==> src/rtl/uart_reg_responder.sv <==
// Host command responder: 'W' addr data -> 'K', 'R' addr -> value, anything rejected -> 'E'.
// Define UART_RSP_CHKSUM_EN to require a trailing XOR checksum byte on every command.
module uart_reg_responder #(
  parameter int NUM_REGS       = 16,
  parameter int TIMEOUT_CYCLES = 1000000
) (
  input  logic       clk,
  input  logic       reset,
  input  logic [7:0] rx_data,
  input  logic       rx_done,
  input  logic       tx_busy,
  output logic       tx_start,
  output logic [7:0] tx_data,
  output logic [7:0] ctrl_out,
  output logic       cmd_err
);

  localparam int AW = (NUM_REGS > 1) ? $clog2(NUM_REGS) : 1;
  localparam int TW = $clog2(TIMEOUT_CYCLES + 1);

  localparam logic [7:0] OP_WRITE = 8'h57;
  localparam logic [7:0] OP_READ  = 8'h52;
  localparam logic [7:0] RSP_OK   = 8'h4B;
  localparam logic [7:0] RSP_ERR  = 8'h45;

  typedef enum logic [2:0] {
    IDLE,
    GET_ADDR,
    GET_DATA,
`ifdef UART_RSP_CHKSUM_EN
    GET_CHK,
`endif
    EXEC,
    SEND,
    WAIT_BUSY,
    WAIT_IDLE
  } state_t;

`ifdef UART_RSP_CHKSUM_EN
  localparam state_t PAYLOAD_DONE = GET_CHK;
`else
  localparam state_t PAYLOAD_DONE = EXEC;
`endif

  state_t        state, state_next;
  logic          is_write;
  logic [7:0]    addr, data, rsp;
  logic [7:0]    regs [NUM_REGS];
  logic [TW-1:0] tcnt, tcnt_inc;
  logic [AW-1:0] idx;
  logic          collecting, timeout_hit, addr_ok, cmd_ok;

  assign idx     = addr[AW-1:0];
  assign addr_ok = 32'(addr) < NUM_REGS;

`ifdef UART_RSP_CHKSUM_EN
  logic [7:0] chk_acc;
  logic       chk_ok;
  assign cmd_ok = addr_ok && chk_ok;
`else
  assign cmd_ok = addr_ok;
`endif

  always_comb begin
    collecting = (state == GET_ADDR) || (state == GET_DATA);
`ifdef UART_RSP_CHKSUM_EN
    if (state == GET_CHK) collecting = 1'b1;
`endif
  end

  // A byte arriving on the expiry cycle wins over the timeout.
  assign tcnt_inc    = (tcnt == TW'(TIMEOUT_CYCLES)) ? tcnt : tcnt + TW'(1);
  assign timeout_hit = collecting && !rx_done && (tcnt_inc == TW'(TIMEOUT_CYCLES));

  // NOTE: flops use non-blocking assignments so every register samples pre-edge values.
  always_ff @(posedge clk) begin
    if (reset) state <= IDLE;
    else       state <= state_next;
  end

  // NOTE: next-state defaults to the current state first, so no path leaves it unassigned (no latch).
  always_comb begin
    state_next = state;
    case (state)
      IDLE:      if (rx_done) state_next = (rx_data == OP_WRITE || rx_data == OP_READ) ? GET_ADDR : SEND;
      GET_ADDR:  if (rx_done) state_next = is_write ? GET_DATA : PAYLOAD_DONE;
      GET_DATA:  if (rx_done) state_next = PAYLOAD_DONE;
`ifdef UART_RSP_CHKSUM_EN
      GET_CHK:   if (rx_done) state_next = EXEC;
`endif
      EXEC:      state_next = SEND;
      SEND:      if (!tx_busy) state_next = WAIT_BUSY;
      WAIT_BUSY: if (tx_busy)  state_next = WAIT_IDLE;
      WAIT_IDLE: if (!tx_busy) state_next = IDLE;
      default:   state_next = IDLE;
    endcase
    if (timeout_hit) state_next = IDLE;
  end

  always_ff @(posedge clk) begin
    if (reset) begin
      // NOTE: the register file is cleared on reset because reads after reset must return 0x00.
      for (int i = 0; i < NUM_REGS; i++) regs[i] <= '0;
      is_write <= 1'b0;
      addr     <= '0;
      data     <= '0;
      rsp      <= '0;
      tcnt     <= '0;
      tx_start <= 1'b0;
      tx_data  <= '0;
      ctrl_out <= '0;
      cmd_err  <= 1'b0;
`ifdef UART_RSP_CHKSUM_EN
      chk_acc  <= '0;
      chk_ok   <= 1'b0;
`endif
    end else begin
      tx_start <= 1'b0;
      cmd_err  <= timeout_hit;
      ctrl_out <= regs[0];
      tcnt     <= (collecting && !rx_done) ? tcnt_inc : '0;
      case (state)
        IDLE: if (rx_done) begin
          is_write <= (rx_data == OP_WRITE);
          if (rx_data != OP_WRITE && rx_data != OP_READ) begin
            rsp     <= RSP_ERR;
            cmd_err <= 1'b1;
          end
`ifdef UART_RSP_CHKSUM_EN
          chk_acc <= rx_data;
`endif
        end
        GET_ADDR: if (rx_done) begin
          addr <= rx_data;
`ifdef UART_RSP_CHKSUM_EN
          chk_acc <= chk_acc ^ rx_data;
`endif
        end
        GET_DATA: if (rx_done) begin
          data <= rx_data;
`ifdef UART_RSP_CHKSUM_EN
          chk_acc <= chk_acc ^ rx_data;
`endif
        end
`ifdef UART_RSP_CHKSUM_EN
        GET_CHK: if (rx_done) chk_ok <= (rx_data == chk_acc);
`endif
        EXEC: begin
          if (!cmd_ok) begin
            rsp     <= RSP_ERR;
            cmd_err <= 1'b1;
          end else if (is_write) begin
            regs[idx] <= data;
            rsp       <= RSP_OK;
          end else begin
            rsp <= regs[idx];
          end
        end
        SEND: if (!tx_busy) begin
          tx_start <= 1'b1;
          tx_data  <= rsp;
        end
        default: ;
      endcase
    end
  end

endmodule

==> config.mk <==
export PLATFORM = sky130hd
export DESIGN_NAME = uart_reg_responder
export DESIGN_NICKNAME = d
export VERILOG_FILES = /design/src/rtl/uart_reg_responder.sv
export SDC_FILE = /design/constraint.sdc
export NUM_CORES = 1
export LEC_CHECK = 0
export ABC_AREA = 1
export ABC_CLOCK_PERIOD_IN_PS = 1830
export BUFFER_PORTS_ARGS = -buffer_cell sky130_fd_sc_hd__buf_2
export CAP_MARGIN = 20
export CORE_AREA = 4 4 132 134
export DETAILED_ROUTE_END_ITERATION = 7
export DIE_AREA = 0 0 136 138
export GPL_ROUTABILITY_DRIVEN = 0
export PLACE_DENSITY = 0.75
export SYNTH_ARGS = -nofsm -noshare
export SYNTH_HDL_FRONTEND = slang
export SYNTH_SLANG_ARGS = --single-unit
export TNS_END_PERCENT = 5
==> constraint.sdc <==
create_clock -name clk -period 1.83 [get_ports clk]
set_input_delay 0.366 -clock clk [delete_from_list [all_inputs] [get_ports clk]]
set_output_delay 0.366 -clock clk [all_outputs]
set_load 0.03 [all_outputs]
==> metrics.txt <==
Inserted Clock Buffers 17; Die Area about 0.019 sq mm; Root Driver clkbuf_16; largest stage delay on the critical path 0.34 ns; port bufs 29; Final Skew ~0.012 ns; Worst slew margin 38.06%; CTS tree done; #FFs+latches synth 198; Crit. End Element flop; Achievable Freq ~540 MHz; Die Height 138 microns; CP max stage cell dfxtp_2; I/O pin count 30; final hold slack roughly 0.21 ns; Core Box Area approximately 0.016 sq mm; maximum vdd drop 0.0006944 V; most instantiated library cell after synthesis nor2_1; layout net count 1099; cts-stage hold buffer count 0; n_diodes 0; Pre-Repair DR Iteration Count 6; routed vias/inst 5.524; cell area power density 940.4 mW/mm^2; final setup violation count 51; CP endpoint regs[0][2]; flop2flop setup slack -0.03 ns; r2r startpoint addr[6]; hold crit path type input pin to flop; MaxCap Viol Count 0; CP startpoint addr[6]; WS Path Type flop to flop; setup TNS -0.4645 ns; Routed Antenna Nets 0; Clk pin slew, worst setup/hold paths 0.07 ns; wire per inst 16.47 microns; largest area contributor in the netlist edfxtp_1; critical-path cell list nor4_4 -> nand2_1 -> inv_2 -> nand3_4 -> nor3_4 -> buf_12 -> nand2_4 -> buf_6 -> nor2_1; GRT Resource Usage Total 23.20%; commonest register cell after synthesis edfxtp_1; initial antenna violation count 0; Starting DRT DRC Count 604; die span in x 136 microns; Post-synth EDFFs 128; Final Hold Vio Count 0; failing checks setup timing; largest net degree at the start of global routing 38; status finished, violations left; Layout area overhead 23.38%; pre-CTS WS -0.1123 ns; layout cell share with drive strength beyond 1 a little over a quarter; max-slew violations 0; worst skew pair latency 0.44 ns; Leakage Power ~4.2 nW; final worst-path cycle share 101.6%; Initial Util a little over half; Post-synth top cells nor2_1 (294), edfxtp_1 (128), nand2_1 (121), o21ai_0 (97), dfxtp_1 (70); final wirelength 21710 microns; post-synth net total 1016; Avg Cell Area, Syn between 8 and 9 sq um; mapped cell area between 0.008 and 0.009 sq mm; synth top area cells edfxtp_1 (43%), dfxtp_1 (16%), nor2_1 (12%); fin util 67.69%; Crit path arrival time 2.15 ns; first-pass GRT wire length 34290 microns; grt total ovfl 0; clock sink total 198; placed inst area 0.01000 sq mm; Distinct cells, synth 32; Post-synth ARST share 0%; Worst Tran Pin Value 0.9280 ns; worst endpoint required time 2.12 ns; fin crit period 1.860 ns; post-synthesis sequential area ratio 58.70%; RSZ-0062 raised after global routing true; Ys Warns 0; area share of the leading cell type in the synthesized netlist 43.01%; CP Max Fanout 7; vias in the first global route 6879; CTS max path bufs 2; Gate Count Post-Synth about 1000; Cell Rows 47; R2R Path End regs[0][2]; fin area 0.01103 sq mm; Vias 7281; Worst Setup Slack, final -0.02990 ns; DR DRC count 0; Detail Placement HPWL 14690 microns; H-tree Lvls 4; Worst Setup Start Kind flop; FF-to-FF path depth 9
==> cells by family (layout without fill, tap and decap cells) <==
logic type	after synthesis	in the layout	share of synthesized area, %
and+or+nand+nor	497	497	24.36
DFF	198	198	58.70
AOI/OAI and AO/OA	186	186	11.33
buffers and inverters	114	210	4.845
xor gates and xnor gates	5	5	0.4900
adders and majority gates	2	2	0.2800
==> report_power, final <==
| part | switching, mW | leakage [nW] | internal, mW |
|---|---|---|---|
| Combinational | 1.06 | 1.96 | 0.551 |
| Sequential | 0.111 | 1.90 | 4.94 |
| Clock | 1.80 | 0.294 | 1.90 |
==> critical path: cells and delay by family, from the launching register on <==
family / cells / cell delay, ns
and+or+nand+nor: 6 / 0.93
DFF: 1 / 0.34
buffers and inverters: 3 / 0.43
==> placed cells by master (no fill, tap or decap), types with 2 or more instances in the layout <==
cell type	count
a31oi_1	2
nor2_1	225
inv_6	4
nor3_4	4
nand3_2	2
a21oi_2	2
xor2_1	4
nor2_4	4
inv_8	4
o21ai_1	8
nand2_1	99
clkinv_8	2
a21oi_1	47
inv_2	3
o211ai_1	24
dfxtp_4	3
nand2_4	29
o21ai_0	91
o22ai_1	7
dfxtp_1	51
edfxtp_1	128
nor2_2	68
nand2_8	4
buf_4	50
buf_6	16
buf_12	11
clkinv_4	5
clkbuf_16	18
nand2_2	6
buf_2	29
nand3_1	38
inv_1	66
ha_4	2
dfxtp_2	16
nor4_1	2
nand4_1	10
nor3_1	3
==> registers in the layout, indices dropped and copies added, names as in the netlist, named ones only <==
name / count
tcnt: 20
is_write: 1
rsp: 8
tx_data: 8
data: 8
ctrl_out: 8
tx_start: 1
regs: 128
state: 3
addr: 8
cmd_err: 1
==> repair_timing <==
| item | in CTS | in global routing |
|---|---|---|
| pin swaps | 10 | 14 |
| buffers inserted | 3 | 2 |
| cloned | 0 | 0 |
| resized for setup | 19 | 119 |
| setup endpoints to repair | 162 | 266 |
==> through the flow <==
step / total power [mW] / cells
after global placement: 6.629 / 1281
after floorplan: 6.074 / 1002
final: 10.37 / 1318
after global routing: 10.78 / 1318
after CTS: 10.33 / 1316
after detailed placement: 6.662 / 1281
==> worst min path at each step <==
stage	slack [ns]	end	cells past startpoint	startpoint
floorplan	0.44	ctrl_out[1]	2	regs[0][1]
global placement	0.45	tx_data[3]	2	tx_data[3]
global route	0.22	data[5]	3	rx_data[5]
finish	0.21	addr[6]	3	rx_data[6]
CTS	0.20	data[6]	3	rx_data[6]
detailed placement	0.45	tx_data[2]	2	tx_data[2]
==> per-layer routing <==
layer / share of wire [%] / track usage (%) / vias to the layer above
met5: 0 / 0 / -
met4: 2.1 / 7.427 / 0
met3: 5.4 / 3.743 / 34
met2: 51 / 39.66 / 240
met1: 42 / 30.16 / 3481
li1: - / - / 3526
==> cell type report <==
type / count / area [sq um]
timing repair buffer: 107 / 935.9
clock inverter: 14 / 147.6
sequential: 198 / 5276
clock buffer: 18 / 450.4
tap: 220 / 275.3
fill: 1222 / 5264
inverter: 71 / 271.5
multi-input combinational: 690 / 3669
No activity file was read; power rests on OpenSTA's default activity.
